$ cat src/rtl/adder_accum_pipe.sv
`default_nettype none
// ============================================================================
//  Module      : adder_accum_pipe
//  Description : Registered add / subtract / accumulate / load unit with a
//                one-deep valid/ready output stage and optional saturation.
//  Revision    : 1.0 - initial release
// ============================================================================
module adder_accum_pipe #(
    parameter int WIDTH  = 8,
    parameter bit SAT_EN = 1'b0
) (
    input  logic             clk,
    input  logic             rst,
    input  logic             in_valid,
    output logic             in_ready,
    input  logic [WIDTH-1:0] in_a,
    input  logic [WIDTH-1:0] in_b,
    input  logic [1:0]       in_mode,
    output logic             out_valid,
    input  logic             out_ready,
    output logic [WIDTH-1:0] out_sum,
    output logic             out_carry,
    output logic             out_ovf,
    output logic [WIDTH-1:0] acc_value
);

    localparam logic [1:0] c_MODE_ADD  = 2'b00;
    localparam logic [1:0] c_MODE_SUB  = 2'b01;
    localparam logic [1:0] c_MODE_ACC  = 2'b10;
    localparam logic [1:0] c_MODE_LOAD = 2'b11;

    logic             r_out_valid;
    logic [WIDTH-1:0] r_out_sum;
    logic             r_out_carry;
    logic             r_out_ovf;
    logic [WIDTH-1:0] r_acc;

    logic             w_accept;
    logic [WIDTH-1:0] w_b_eff;
    logic [WIDTH:0]   w_ext;
    logic             w_raw_carry;
    logic [WIDTH-1:0] w_result;
    logic             w_ovf;

    assign in_ready = !rst && (!r_out_valid || out_ready);
    assign w_accept = in_valid && in_ready;

    // B only participates in add/sub; masking it keeps an undriven B from
    // leaking X into the accumulate/load paths.
    assign w_b_eff = in_mode[1] ? '0 : in_b;

    always_comb begin
        w_ext = '0;
        case (in_mode)
            c_MODE_ADD:  w_ext = {1'b0, in_a} + {1'b0, w_b_eff};
            c_MODE_SUB:  w_ext = {1'b0, in_a} - {1'b0, w_b_eff};
            c_MODE_ACC:  w_ext = {1'b0, r_acc} + {1'b0, in_a};
            c_MODE_LOAD: w_ext = {1'b0, in_a};
            default:     w_ext = '0;
        endcase
    end

    assign w_raw_carry = (in_mode == c_MODE_LOAD) ? 1'b0 : w_ext[WIDTH];

    generate
        if (SAT_EN) begin : g_sat
            // Carry clamps high for add/acc; borrow clamps low for subtract.
            always_comb begin
                w_result = w_ext[WIDTH-1:0];
                w_ovf    = 1'b0;
                if (w_raw_carry) begin
                    w_ovf    = 1'b1;
                    w_result = (in_mode == c_MODE_SUB) ? '0 : '1;
                end
            end
        end else begin : g_wrap
            assign w_result = w_ext[WIDTH-1:0];
            assign w_ovf    = 1'b0;
        end
    endgenerate

    always_ff @(posedge clk) begin
        if (rst) begin
            r_out_valid <= 1'b0;
            r_out_sum   <= '0;
            r_out_carry <= 1'b0;
            r_out_ovf   <= 1'b0;
            r_acc       <= '0;
        end else begin
            if (w_accept) begin
                r_out_valid <= 1'b1;
                r_out_sum   <= w_result;
                r_out_carry <= w_raw_carry;
                r_out_ovf   <= w_ovf;
                if (in_mode[1]) begin
                    r_acc <= w_result;
                end
            end else if (out_ready) begin
                r_out_valid <= 1'b0;
            end
        end
    end

    assign out_valid = r_out_valid;
    assign out_sum   = r_out_sum;
    assign out_carry = r_out_carry;
    assign out_ovf   = r_out_ovf;
    assign acc_value = r_acc;

endmodule
`default_nettype wire

$ cat config.mk
export PLATFORM = sky130hd
export DESIGN_NAME = adder_accum_pipe
export DESIGN_NICKNAME = d
export VERILOG_FILES = /design/src/rtl/adder_accum_pipe.sv
export SDC_FILE = /design/constraint.sdc
export NUM_CORES = 1
export LEC_CHECK = 0
export ABC_CLOCK_PERIOD_IN_PS = 7500
export BUFFER_PORTS_ARGS = -buffer_cell sky130_fd_sc_hd__buf_2
export CAP_MARGIN = 25
export CORE_MARGIN = 4
export CORE_UTILIZATION = 40
export DETAILED_ROUTE_END_ITERATION = 6
export HOLD_SLACK_MARGIN = 0.05
export PLACE_DENSITY_LB_ADDON = 0.25
export SLEW_MARGIN = 20
export SYNTH_ARGS = -nofsm -noshare
export SYNTH_HDL_FRONTEND = slang
export SYNTH_SLANG_ARGS = --single-unit
$ cat constraint.sdc
create_clock -name clk -period 7.5 [get_ports clk]
set_input_delay 1.5 -clock clk [delete_from_list [all_inputs] [get_ports clk]]
set_output_delay 1.5 -clock clk [all_outputs]
set_load 0.01 [all_outputs]
==> results.md <==
* Status: complete, no violations
* Max Fclk at 246 MHz
* Worst Path Arrival at ~4.3 ns
* Synth Instances at 186
* IO Count at 42
* First-pass GRT wire length at 5.76 mm
* Mean Syn Cell Area at 7.86 um^2
* CP Class: in -> reg
* Ys Warns at 0
* Worst setup SP type: primary input
* Antenna cell count at 0
* GPL Wtd Cong at about 0.87
* Fraction of layout cells with a size suffix above 1 at 0.235
* Vias in the first global route at approximately 1.3k
* EDFF count, synth at 0
* Cell family with most CP delay: adder cells
* Initial Util at 0.425
* Final TNS setup at 0 ns
* Max_cap viols at 0
* Leak at between 0.7 and 0.8 nW
* Ys flop type: dfxtp_1
* Finished Layout Cells at 267
* Clock root buffer: clkbuf_8
* Die H at 68.4 um
* # setup viols final at 0
* CP max stage delay at around 0.45 ns
* Place WS at 3.20 ns
* CTS Buffer Depth at 2
* Syn Nets at approximately 220
* FFs w/ async S/R, synth at 0
* CP Depth at 13
* Largest net degree at the start of global routing at 21
* WL/cell at about 14 um
* Slew Limit Fails at 0
* Chip Width at 68.4 um
* Detailed placer's ending HPWL at 3.11 mm
* Gr usage total at 0.164
* Tmin final at 4.07 ns
* Final Total Pwr at 285 uW
* WHS Path Cells at 2
* Worst-path clk slew at around 0.07 ns
* Initial antenna violation count at 0
* Peak supply drop at 0.0000582 V
* CTS tree: yes
* Reg2reg path depth at 10
* Worst min-delay path startpoint: out_sum[6]
* Sink Count at 18
* Worst-path cell chain: buf_2 -> ha_1 -> nor2b_1 -> nand2_1 -> o21ai_0 -> ha_1 -> inv_1 -> fa_1 -> nor2b_4 -> o31ai_2 -> and3_1 -> or3_4 -> a211oi_2
* Synth area leader: dfxtp_1
* Crit-path most repeated cell: ha_1
* DR vias at about 1.5k
* Final period utilization at 0.543
* Hold-fix buffers, CTS at 0
* Top cell type's share of synthesized area at 0.247
* Nets@finish at 258
* Post-synth top cells: dfxtp_1 (18), nor2_1 (18), o21ai_0 (17)
* Die area at ~4700 um^2
* H-Tree Level Count at 1
* Iter 0 DRT Violations at 100
* R2R Setup Slk at 5.20 ns
* DR vias/cell at 5.56
* PortBufs at 40
* Post-CTS Setup Inserts at 0
* Area Growth Syn to Fin at 18.0%
* CP Max Fanout at 15
* Worst skew pair latency at 0.25 ns
* Final hold violations at 0
* End of the worst hold path: out_sum[6]
* Core Util, Final at 0.501
* Register bit count reported by yosys at 18
* Number of nets still failing antenna checks after routing at 0
* CTS buffer count at 3
* Placed Cells at between 200 and 300
* RSZ-0062 raised after global routing: no
* Register area share after synthesis at 0.247
* Grt ovf at 0
* Post-CTS Resized at 0
* Number of fill cells at 358
* Crit path capture type: register
* Hold Path Class: reg -> reg
* Clock Skews at 0.00302 ns
* R2R Path Start: acc_value[0]
* Area contributors post-synth: dfxtp_1 (25%), ha_1 (11%), o21ai_0 (5.8%)
* R2r endpoint: acc_value[6]
* CP bufs+invs at 2
* Cell variety after synth at 44
* Least-Margin Pin Slew at 0.588 ns
* Detailed Routing Iterations Pass 1 at 4
* Final WL at 3.87 mm
* Pwr dens at 166 nW/um^2
* Slowest cell on the critical path: ha_1
* Final worst setup slack at 3.43 ns
* Relative slew slack at 0.608
* Worst endpoint required time at between 7 and 8 ns
* Syn Std Cell Area at 1460 um^2
* Core Footprint at around 3400 um^2
* # DRC at 0
* Std cell rows at 21
==> worst max path at each step <==
stage | start | endpoint | slack (ns)
after floorplan | in_mode[0] | acc_value[6] | 3.57
after global placement | in_mode[1] | acc_value[6] | 3.22
after detailed placement | in_mode[1] | acc_value[6] | 3.20
after CTS | in_mode[1] | acc_value[6] | 3.45
after global routing | in_mode[1] | acc_value[6] | 3.32
final | in_mode[1] | acc_value[6] | 3.43
==> metrics by stage <==
stage	instance area [um^2]	hold WS, ns
finish	1720	0.462
global route	1720	0.479
floorplan	1460	0.481
detailed placement	1670	0.455
CTS	1720	0.464
global placement	1670	0.450
==> per-layer routing <==
layer | routed length (um) | part of all wire | vias up | GRT usage
met4 | 34 | 0.0088 | 0 | 0.0248
li1 | - | - | 748 | -
met3 | 188 | 0.049 | 4 | 0.0345
met5 | 0 | 0 | - | 0
met1 | 1880 | 0.49 | 695 | 0.221
met2 | 1770 | 0.46 | 38 | 0.271
==> layout make-up <==
cell class	instances	area, um^2	share of cell area
repair buffers	40	200	0.116
inverters	11	41.3	0.0239
multi-input cells	148	1010	0.586
clock buffers	4	55.1	0.0319
flip-flops and latches	18	360	0.209
well taps	46	57.6	0.0334
==> placed cells by master (no fill, tap or decap), types with 2 or more instances in the layout <==
| cell | instances |
|---|---|
| a211oi_1 | 7 |
| a21o_1 | 4 |
| a21oi_1 | 10 |
| a32oi_1 | 5 |
| and3_1 | 2 |
| buf_2 | 40 |
| clkbuf_8 | 4 |
| clkinv_1 | 3 |
| dfxtp_1 | 18 |
| ha_1 | 13 |
| inv_1 | 8 |
| mux2i_1 | 4 |
| nand2_1 | 12 |
| nand2b_1 | 2 |
| nand3_1 | 10 |
| nor2_1 | 18 |
| nor2b_1 | 4 |
| nor3_1 | 4 |
| nor3b_1 | 2 |
| o211ai_1 | 5 |
| o21a_1 | 2 |
| o21ai_0 | 17 |
| o21ba_2 | 2 |
| o22ai_1 | 4 |
| xnor2_1 | 3 |
==> worst register-to-register path: cells and delay by family (launching register included) <==
kind | cells | cell delay [ns]
compound gates | 3 | 0.36
buf+inv | 1 | 0.07
simple gates | 4 | 0.78
fa+ha+maj | 2 | 0.67
flops | 1 | 0.36
==> power by group <==
group / internal, mW / switching [mW] / leakage, nW
logic: 0.0417 / 0.0558 / 0.586
clock network: 0.0466 / 0.0321 / 0.0288
registers: 0.104 / 0.00520 / 0.148
total: 0.192 / 0.0931 / 0.763
==> logic make-up after synthesis <==
kind of cell / Yosys count / share of synthesized area
XOR/XNOR: 4 / 0.0240
flip-flops: 18 / 0.247
other: 1 / 0.00257
AO/OA/AOI/OAI: 63 / 0.289
adder cells (fa/ha/maj): 14 / 0.125
buffers and inverters: 20 / 0.0625
AND/OR/NAND/NOR: 62 / 0.223
multiplexers: 4 / 0.0274
==> registers in the layout (all words and copies together), names as in the netlist <==
name / count
acc_value: 8
out_carry: 1
out_sum: 8
out_valid: 1
(Power assumes the default switching activity.)
